$ cat src/rtl/ccsds123_pkg.sv
// Shared definitions for the CCSDS-123 packed-stream blocks.
//   DEF_BUS_WIDTH / DEF_MAX_LEN : default stream word and peek window widths
//   state_t                     : unpacker control state
//   byte_reverse()              : reorders the low nbytes bytes of a word so
//                                 that byte 0 ends up most significant
package ccsds123_pkg;

  localparam int DEF_BUS_WIDTH = 64;
  localparam int DEF_MAX_LEN   = 32;

  // Widest word byte_reverse() handles; callers cast down to their width.
  localparam int REV_MAX_W = 512;

  typedef enum logic {
    FILL  = 1'b0,
    DRAIN = 1'b1
  } state_t;

  function automatic logic [REV_MAX_W-1:0] byte_reverse(
    input logic [REV_MAX_W-1:0] w,
    input int                   nbytes
  );
    logic [REV_MAX_W-1:0] r;
    logic [8:0]           src;
    logic [8:0]           dst;
    r = '0;
    for (int i = 0; i < REV_MAX_W / 8; i++) begin
      if (i < nbytes) begin
        src = 9'(8 * (nbytes - 1 - i));
        dst = 9'(8 * i);
        r[dst +: 8] = w[src +: 8];
      end
    end
    return r;
  endfunction

endpackage

$ cat src/rtl/ccsds123_bitbuf.sv
// Left-aligned bit buffer with fill tracking.
//   clk, areset : clock, asynchronous active-high reset
//   shift_len   : bits dropped from the oldest end this edge
//   insert      : append word (byte-reversed) behind the surviving bits
//   word        : raw stream word, byte 0 in bits 7:0
//   clear       : empty the buffer (overrides shift/insert)
//   peek_bits   : oldest MAX_LEN bits, oldest in the MSB
//   fill_q      : number of valid bits held
//   fill_next   : fill value that takes effect on the coming edge
module ccsds123_bitbuf
  import ccsds123_pkg::*;
#(
  parameter int BUS_WIDTH = DEF_BUS_WIDTH,
  parameter int MAX_LEN   = DEF_MAX_LEN,
  parameter int LEN_W     = $clog2(MAX_LEN + 1),
  parameter int BUF_W     = MAX_LEN + BUS_WIDTH,
  parameter int FILL_W    = $clog2(BUF_W + 1)
) (
  input  logic                 clk,
  input  logic                 areset,
  input  logic [LEN_W-1:0]     shift_len,
  input  logic                 insert,
  input  logic [BUS_WIDTH-1:0] word,
  input  logic                 clear,
  output logic [MAX_LEN-1:0]   peek_bits,
  output logic [FILL_W-1:0]    fill_q,
  output logic [FILL_W-1:0]    fill_next
);

  logic [BUF_W-1:0]     bits_q;
  logic [BUF_W-1:0]     bits_next;
  logic [BUS_WIDTH-1:0] rev_word;
  logic [FILL_W-1:0]    rem;
  logic [FILL_W-1:0]    ins_sh;
  logic [BUF_W-1:0]     ins_bits;

  assign rev_word = BUS_WIDTH'(byte_reverse(REV_MAX_W'(word), BUS_WIDTH / 8));

  // Bits surviving the consume; the new word lands directly behind them.
  // Inserts only happen with rem <= MAX_LEN, so ins_sh never underflows.
  assign rem      = fill_q - FILL_W'(shift_len);
  assign ins_sh   = FILL_W'(MAX_LEN) - rem;
  assign ins_bits = insert ? (BUF_W'(rev_word) << ins_sh) : '0;

  always_comb begin
    bits_next = '0;
    fill_next = '0;
    if (!clear) begin
      bits_next = (bits_q << shift_len) | ins_bits;
      fill_next = rem + (insert ? FILL_W'(BUS_WIDTH) : '0);
    end
  end

  always_ff @(posedge clk or posedge areset) begin
    if (areset) begin
      bits_q <= '0;
      fill_q <= '0;
    end else begin
      bits_q <= bits_next;
      fill_q <= fill_next;
    end
  end

  // Bits below fill are always zero, so the window needs no masking.
  assign peek_bits = bits_q[BUF_W-1 -: MAX_LEN];

endmodule

$ cat src/rtl/ccsds123_bit_unpacker.sv
// Receive-side unpacker for the compressor's packed AXI-Stream output.
// Presents a left-aligned peek window of the next MAX_LEN stream bits that a
// downstream decoder consumes in variable-length chunks.
//   s_axis_*      : packed input stream, tlast marks the padded final word
//   peek_data     : next stream bits, oldest in the MSB, unused LSBs zero
//   peek_count    : valid bits in peek_data
//   peek_valid    : full window available, or frame remainder available
//   frame_end     : peek holds the whole remainder of the current frame
//   consume_*     : drop consume_len bits on the next edge
//   align         : discard the rest of the current frame
//   err           : sticky over-consume flag
//
// state | meaning
// FILL  | buffering the current frame, peek window live
// DRAIN | discarding words up to and including the next tlast word
module ccsds123_bit_unpacker
  import ccsds123_pkg::*;
#(
  parameter int BUS_WIDTH = DEF_BUS_WIDTH,
  parameter int MAX_LEN   = DEF_MAX_LEN,
  parameter int LEN_W     = $clog2(MAX_LEN + 1)
) (
  input  logic                 clk,
  input  logic                 areset,
  input  logic [BUS_WIDTH-1:0] s_axis_tdata,
  input  logic                 s_axis_tvalid,
  output logic                 s_axis_tready,
  input  logic                 s_axis_tlast,
  output logic [MAX_LEN-1:0]   peek_data,
  output logic [LEN_W-1:0]     peek_count,
  output logic                 peek_valid,
  output logic                 frame_end,
  input  logic                 consume_valid,
  input  logic [LEN_W-1:0]     consume_len,
  input  logic                 align,
  output logic                 err
);

  localparam int BUF_W  = MAX_LEN + BUS_WIDTH;
  localparam int FILL_W = $clog2(BUF_W + 1);

  state_t            state_q, state_d;
  logic              last_q, last_d;
  logic              tready_q, tready_d;
  logic              err_q, err_d;
  logic [LEN_W-1:0]  shift_len;
  logic              insert;
  logic              clear;
  logic [FILL_W-1:0] fill_q;
  logic [FILL_W-1:0] fill_next;
  logic              accept;
  logic              accept_last;
  logic              consume_hit;
  logic              over;
  logic              in_fill;

  ccsds123_bitbuf #(
    .BUS_WIDTH (BUS_WIDTH),
    .MAX_LEN   (MAX_LEN),
    .LEN_W     (LEN_W),
    .BUF_W     (BUF_W),
    .FILL_W    (FILL_W)
  ) u_bitbuf (
    .clk       (clk),
    .areset    (areset),
    .shift_len (shift_len),
    .insert    (insert),
    .word      (s_axis_tdata),
    .clear     (clear),
    .peek_bits (peek_data),
    .fill_q    (fill_q),
    .fill_next (fill_next)
  );

  assign in_fill    = (state_q == FILL);
  assign peek_valid = in_fill && ((fill_q >= FILL_W'(MAX_LEN)) || (last_q && (fill_q != '0)));
  assign frame_end  = in_fill && last_q && (fill_q <= FILL_W'(MAX_LEN));
  assign peek_count = (fill_q >= FILL_W'(MAX_LEN)) ? LEN_W'(MAX_LEN) : LEN_W'(fill_q);

  assign accept      = s_axis_tvalid && tready_q;
  assign accept_last = accept && s_axis_tlast;
  assign consume_hit = consume_valid && peek_valid;
  assign over        = consume_hit && (consume_len > peek_count);

  always_comb begin
    state_d   = state_q;
    last_d    = last_q;
    err_d     = err_q;
    shift_len = '0;
    insert    = 1'b0;
    clear     = 1'b0;
    case (state_q)
      FILL: begin
        if (align) begin
          // A word accepted alongside align belongs to the abandoned frame;
          // if it carries tlast there is nothing left to drain.
          clear  = 1'b1;
          last_d = 1'b0;
          if (!last_q && !accept_last) state_d = DRAIN;
        end else if (over) begin
          clear = 1'b1;
          err_d = 1'b1;
        end else begin
          shift_len = consume_hit ? consume_len : '0;
          insert    = accept;
          if (accept_last) last_d = 1'b1;
        end
      end
      DRAIN: begin
        if (accept_last) state_d = FILL;
      end
      default: state_d = FILL;
    endcase
    // Registered so tready never follows consume inputs combinationally.
    tready_d = (state_d == DRAIN) || ((fill_next <= FILL_W'(MAX_LEN)) && !last_d);
  end

  always_ff @(posedge clk or posedge areset) begin
    if (areset) begin
      state_q  <= FILL;
      last_q   <= 1'b0;
      tready_q <= 1'b0;
      err_q    <= 1'b0;
    end else begin
      state_q  <= state_d;
      last_q   <= last_d;
      tready_q <= tready_d;
      err_q    <= err_d;
    end
  end

  assign s_axis_tready = tready_q;
  assign err           = err_q;

endmodule

$ cat config.mk
export PLATFORM = sky130hd
export DESIGN_NAME = ccsds123_bit_unpacker
export DESIGN_NICKNAME = d
export VERILOG_FILES = /design/src/rtl/ccsds123_pkg.sv /design/src/rtl/ccsds123_bitbuf.sv /design/src/rtl/ccsds123_bit_unpacker.sv
export SDC_FILE = /design/constraint.sdc
export NUM_CORES = 1
export LEC_CHECK = 0
export CORE_UTILIZATION = 50
export CTS_CLUSTER_DIAMETER = 200
export DETAILED_ROUTE_END_ITERATION = 10
export DONT_BUFFER_PORTS = 1
export GPL_TIMING_DRIVEN = 0
export PLACE_DENSITY_LB_ADDON = 0.2
export SETUP_SLACK_MARGIN = 0.5
export SLEW_MARGIN = 10
export SYNTH_ARGS = -nofsm -noshare
export SYNTH_HDL_FRONTEND = slang
export SYNTH_HIERARCHICAL = 1
export SYNTH_SLANG_ARGS = --single-unit
$ cat constraint.sdc
create_clock -name clk -period 8.5 [get_ports clk]
set_input_delay 1.7 -clock clk [delete_from_list [all_inputs] [get_ports clk]]
set_output_delay 1.7 -clock clk [all_outputs]
set_load 0.05 [all_outputs]
* Yosys cells after proc, flatten, opt, wreduce, memory -nomap -nowiden
Cells that the tools add are included.
W data, S select, Z words.
** Operators by class
- $lt $le $gt $ge :: 4
- Reductions and logical operators :: 17
- Mux-type cells :: 23
- Bitwise gates (word level) :: 3
- $add $sub $neg :: 3
- Shift operators :: 2
** Operators by type and width (number)
- $mux W96 :: 2
- $or A96 B96 Y96 :: 1
- $shl A64 B7 Y96 :: 1
- $shl A96 B6 Y96 :: 1
- $mux W6 :: 5
- $le A7 B6 Y1 const B :: 2
- $mux W7 :: 2
- $mux W1 :: 13
- $logic_and A1 B1 Y1 :: 10
- $add A7 B7 Y7 :: 1
- $ge A7 B6 Y1 const B :: 1
- $reduce_bool A7 Y1 :: 1
- $sub A6 B7 Y7 const A :: 1
- $sub A7 B6 Y7 :: 1
- $gt A6 B6 Y1 :: 1
- $logic_not A1 Y1 :: 3
- $reduce_and A3 Y1 :: 1
- $logic_or A1 B1 Y1 :: 2
- $not A1 Y1 :: 2
- $pmux W1 S2 :: 1
** Storage, ports and cells
- Input port bits :: 76
- Logic and storage cells :: 58
- Flip-flop bits (word level) :: 107
- Output and inout bits :: 42

* Longest topological paths before layout
- Depth after elaboration :: 15
- Gate-level depth with buffers :: 29
- Mapped depth without buffers :: 21

* Cells and area by module
Netlist, hierarchy kept.
** By module, submodules not included
- ccsds123_bitbuf :: area an instance 16045.4 µm², cells each 1808, seq. area each 2577.5 µm², instances 1
- ccsds123_bit_unpacker :: area an instance 559.3 µm², cells each 74, seq. area each 100.1 µm², instances 1

* Least setup slack after synthesis
No wires, ideal clock.
- Path kind :: input to register
- Start :: in consume_len[5]
- End :: reg u_bitbuf.bits_q[89]
- Required time :: 8376 ps
- Arrival :: 7066 ps
- Stages on the path :: 23
- Buffers on the path :: 8
- Path slack :: 1310 ps
- Library setup time :: 124 ps
- Path through :: ha_1 a21o_1 o31ai_1 nor2b_4 and2_1 buf_2 buf_2 buf_2 buf_2 buf_2 inv_1 fa_1 inv_1 ha_1 buf_2 buf_4 buf_4 mux4_2 mux2_2 mux2i_1 mux2i_1 a31o_1 a211o_1
** On the way
- Word-level cells in the longest chain between the ends :: 11
- Elaborated cells between the ends (all ways) :: 19
- Classes of those cells :: add/sub: 2; order compare: 1; shift: 2; mux: 12; bitwise: 1; reduce/logical: 1
** RTL lines
- start: declaration :: RTL line ccsds123_bit_unpacker.sv:34 : input logic [LEN_W-1:0] consume_len,
- $gt A6 B6 Y1 * :: RTL line ccsds123_bit_unpacker.sv:83 : assign over = consume_hit && (consume_len > peek_count);
- $logic_and A1 B1 Y1 * :: RTL line ccsds123_bit_unpacker.sv:83
- $mux W6 * :: RTL line ccsds123_bit_unpacker.sv:100 : end else if (over) begin
- $mux W6 * :: RTL line ccsds123_bit_unpacker.sv:94 : if (align) begin
- $mux W6 * :: RTL line ccsds123_bit_unpacker.sv:92 : case (state_q)
- named net shift_len[1] :: RTL line ccsds123_bit_unpacker.sv:46 : logic [LEN_W-1:0] shift_len;
- $sub A7 B6 Y7 :: RTL line ccsds123_bitbuf.sv:41 : assign rem = fill_q - FILL_W'(shift_len);
- $sub A6 B7 Y7 :: RTL line ccsds123_bitbuf.sv:42 : assign ins_sh = FILL_W'(MAX_LEN) - rem;
- $shl A64 B7 Y96 :: RTL line ccsds123_bitbuf.sv:43 : assign ins_bits = insert ? (BUF_W'(rev_word) << ins_sh) : '0;
- $mux W96 :: RTL line ccsds123_bitbuf.sv:43
- $or A96 B96 Y96 * :: RTL line ccsds123_bitbuf.sv:49 : bits_next = (bits_q << shift_len) | ins_bits;
- $mux W96 * :: RTL line ccsds123_bitbuf.sv:48 : if (!clear) begin
- named net u_bitbuf.bits_next[89] :: RTL line ccsds123_bitbuf.sv:31 : logic [BUF_W-1:0] bits_next;
- end signal: assignment :: RTL line ccsds123_bitbuf.sv:59 : bits_q <= bits_next;
- end: declaration :: RTL line ccsds123_bitbuf.sv:30 : logic [BUF_W-1:0] bits_q;
Mark *: on every way through the listed nets, which the timed path passes. The rest lies on a longest branch.
A chain may end at the register's enable or synchronous reset.

* Worst setup path in the final report
- Start :: in consume_len[3]
- End :: reg u_bitbuf.bits_q[54]
Same word-level chain as after synthesis.

==> results by stage <==
Floorplanning:
- The floorplan step defined a die boundary enclosing between 30000 and 40000 sq um.
- The vertical extent of the die is about 180 um.
- During I/O placement, the number of pins put on the boundary was 118.
- In this run the horizontal extent of the chip is 184.2 um.
- The floorplan step defined a core boundary enclosing about 33000 sq um.
- The number of rows created at floorplan is 66.
- The initial utilization of the core area, before any placement, comes to roughly half.

Clock tree:
- Clock-pin slew was measured on the worst setup and hold paths at ~0.080 ns.
- The H-tree depth reported by CTS is 3.
- TritonCTS built the clock tree.
- The number of buffers created by CTS is 9.
- In this run the clock root is driven by a clkbuf_16.
- The clock insertion delay at the later pin of the skew report is between 0.3 and 0.4 ns.
- Counting along the longest clock path gives a buffer depth of 2.
- The number of sinks driven by the clock tree is between 100 and 150.

Yosys:
- The synthesized area divided by synthesized cell count is roughly 8.8 sq um.
- The number of storage elements in the synthesis netlist is 107.
- The count of flip-flops with a built-in enable after synthesis is 0.
- Of the synthesized area, sequential elements account for 16.13%.
- The cell accounting for the most synthesized area is mux4_2.
- The post-synthesis instance total is about 1.9k.
- Of all flip-flops after synthesis, the portion carrying an async set or reset was between 90% and 100%.
- Ranked by total cell area, the synthesized netlist is headed by mux4_2 (23%), dfrtp_1 (16%), mux2i_1 (9.0%), mux2_2 (6.3%), nand2_1 (6.0%).
- The count of unique library cells instantiated by Yosys is 89.
- The cell area after technology mapping is ~17000 sq um.
- The share of the synthesized area in the top cell type is between 20% and 30%.
- For this run, the leading register cell type out of synthesis is dfrtp_1.
- During synthesis, Yosys emitted a total of 6 warnings.
- When the netlist entered floorplanning its net count stood at 1972.

GRT:
- The layer flagged by global routing as most heavily used is met2.
- The sum of overflow across all layers after global routing is 0.
- The maximum number of pins on one net before global-route repair is between 60 and 70.
- The number of global-route vias before repair is roughly 18k.
- The number of antenna violations at the first check in global routing is 5.
- For this run, global-route usage on met2 was measured as between 70 and 80%.
- The met1 routing resource usage after global routing is about three fifths.
- The first global-routing pass estimated about 130 mm of wire.
- The global routing usage summed across all routing layers is 53.97%.
- Global routing used 17.15% of the available met3 tracks.

Worst setup path:
- The data arrival at the endpoint of the critical path is 8.17 ns.
- The library cell appearing most often on the critical path is nor2_1.
- Broken down by cell family, the worst path's largest delay share belongs to buffers and inverters.
- The largest fanout on the critical path is 10.
- Traced cell by cell, the critical path runs through ha_1 -> a21oi_1 -> nor2_1 -> o31ai_2 -> nor2b_4 -> and2_1 -> clkbuf_2 -> clkinvlp_4 -> buf_2 -> buf_2 -> clkdlybuf4s15_2 -> ha_1 -> a211o_1 -> nand2_2 -> xnor2_2 -> o21a_1 -> clkbuf_1 -> nor2_1 -> clkbuf_2 -> o21ai_2 -> nor2_1 -> o32ai_1.
- The required time reported for the critical path endpoint is between 8 and 9 ns.
- The critical path launch point type is an input pin.
- The worst-path cell with the longest stage delay is o32ai_1.
- The worst setup path is captured at a register.
- The type of the worst setup path is in2reg.
- The highest cell delay on the worst timing path is slightly above 0.6 ns.
- The number of buffer and inverter instances along the worst setup path is 7.

Timing:
- The number of slew-limit violations in the final report is 0.
- The final period demand of the worst path is roughly 8 ns.
- The hold violation count in the final report is 0.
- In the finished design, the share of the clock period the worst path needs comes to around 94%.
- The final clock skew is ~0.017 ns.
- The slew of the pin with the lowest slew margin is approximately 1.4 ns.
- Setup repair after global routing left no endpoint under its margin.
- The achievable clock frequency is approximately 130 MHz.
- The least setup slack across all paths after layout is around 0.52 ns.
- Setup violations remaining at the end of the flow were counted as 0.
- The worst slew margin relative to its limit is ~6.9%.

Detailed routing:
- Dividing the detail-routed wire length by the instance count gives 38.65 um.
- The detailed-route vias per instance is slightly below 8.
- The vias after detailed routing is between 15k and 20k.
- After the first detailed-routing iteration, the DRC count stood at about 3.2k.
- The total wirelength of the detailed-routed design is between 90 and 100 mm.
- The detailed-router iteration count before antenna repair is 6.
- Once detail routing completed, the nets flagged for antenna violations numbered 0.
- The DRC violations left is 0.

Cells and area:
- From synthesis to final layout, the design area changed by 8.628%.
- The number of inserted filler cells in the final layout is about 3.0k.
- In the final layout, the share of cells above drive strength 1 is a little over a quarter.
- The number of nets in the layout is slightly below 2k.
- The post-layout instance count excluding filler cells is roughly 2.3k.

Place:
- The instance count after placement with tap cells included is around 2.3k.
- Buffers placed on the I/O ports in this run total 0.
- Summed over all nets, the half-perimeter wirelength after detailed placement is 73.29 mm.
- The setup slack after placement is -0.7605 ns.
- At the end of routability-driven placement, the weighted congestion stood at between 1 and 1.5.

Run status:
- The run finished with clean final reports.

Flow run:
- The number of max-cap violations is 0.

Hold path:
- The tightest min-delay check is of the reg2reg type.
==> what timing repair did <==
| item | CTS | global route |
|---|---|---|
| resized for setup | 46 | 82 |
| pin swaps | 0 | 3 |
| setup endpoints to repair | 86 | 85 |
| buffers inserted | 0 | 5 |
| hold buffers | 0 | 0 |
| hold endpoints to repair | 0 | 0 |
==> metal layers <==
layer	vias to the layer above	share of wire, %
met5	-	0.058
met4	8	12
met3	585	12
met2	1795	42
met1	8905	34
li1	7262	-
==> sequential cells by signal, summed over array words and instances (netlist names) <==
register         cells
u_bitbuf/bits_q     96
u_bitbuf/fill_q      7
err                  1
last_q               1
s_axis_tready        1
state_q              1
==> per-stage QoR <==
stage / util (%) / setup TNS, ns / instance area (sq um) / hold slack, ns
6_report: 55.30 / 0 / 18040 / 0.5991
5_1_grt: 55.28 / 0 / 18030 / 0.6511
4_1_cts: 54.18 / 0 / 17670 / 0.5929
3_5_place_dp: 52.69 / -32.94 / 17190 / 0.5741
3_3_place_gp: 52.60 / -24.44 / 17160 / 0.5566
2_1_floorplan: - / 0 / 16600 / 0.5238
==> cell type report <==
cell class	instances	area, sq um	share of cell area [%]
timing repair buffer	6	65.06	0.3607
buffer	222	1192	6.611
antenna	2	5.005	0.02775
inverter	31	122.6	0.6798
tap	442	553.0	3.066
multi-input combinational	1522	13080	72.53
clock inverter	7	113.9	0.6312
clock buffer	9	225.2	1.249
sequential	107	2678	14.84
==> worst min-delay path, stage by stage (launching register included) <==
cell and delay (ns):
dfrtp_1 0.43, nand2_1 0.09, o41ai_2 0.05
==> logic make-up (layout without fill, tap and decap cells) <==
logic type,after synthesis,count (layout),share of synthesized area (%)
flip-flops,107,107,16.13
XOR/XNOR,10,10,0.9797
adder cells (fa/ha/maj),14,14,1.100
other,0,2,0
buffers and inverters,253,275,7.407
AND/OR/NAND/NOR,567,567,14.81
multiplexers,414,414,38.54
AO/OA/AOI/OAI,517,517,21.03
==> Yosys cell counts, drive strengths merged, types with 12 or more instances <==
cell type and n:
a21oi 121, dfrtp 107, nand4 14, a221oi 15, nand2 267, nand3 20, a31oi 18, o211ai 25
mux2i 151, a22oi 21, mux2 93, a211oi 17, nor2 176, buf 136, o221ai 30, nor3 31
o21ai 110, clkbuf 86, ha 13, o2111ai 22, mux4 170, o32ai 14, and3 12, inv 30
a211o 29, o22ai 34
==> placed cells by master (no fill, tap or decap), types with 16 or more instances in the layout <==
master / count
o221ai_1: 24
buf_4: 59
a22oi_1: 19
mux2i_1: 137
nand2_1: 265
o21ai_0: 82
mux2_2: 93
nor2_1: 172
buf_1: 17
mux4_2: 170
o21ai_1: 21
o211ai_1: 25
nand3_1: 18
inv_1: 26
o2111ai_1: 18
dfrtp_1: 107
a211o_1: 29
buf_2: 55
clkbuf_2: 16
a21oi_1: 114
a211oi_1: 16
clkbuf_1: 71
a31oi_1: 18
o22ai_1: 32
nor3_1: 27
==> worst paths after layout <==
check	start	end	slack (ns)	cells past startpoint
worst max-delay path	consume_len[3]	u_bitbuf/bits_q[54]$_DFF_PP0_	0.52	22
worst min-delay path	last_q$_DFF_PP0_	last_q$_DFF_PP0_	0.60	2
worst max register to register	u_bitbuf/fill_q[6]$_DFF_PP0_	u_bitbuf/bits_q[54]$_DFF_PP0_	0.67	24
worst min register to register	last_q$_DFF_PP0_	last_q$_DFF_PP0_	0.60	2
max in group asynchronous	areset	u_bitbuf/bits_q[58]$_DFF_PP0_	6.42	2
min in group asynchronous	areset	state_q$_DFF_PP0_	1.10	1
Power is not shown: default switching activity piles up to over one toggle a cycle in this logic, so the estimate is an artifact.
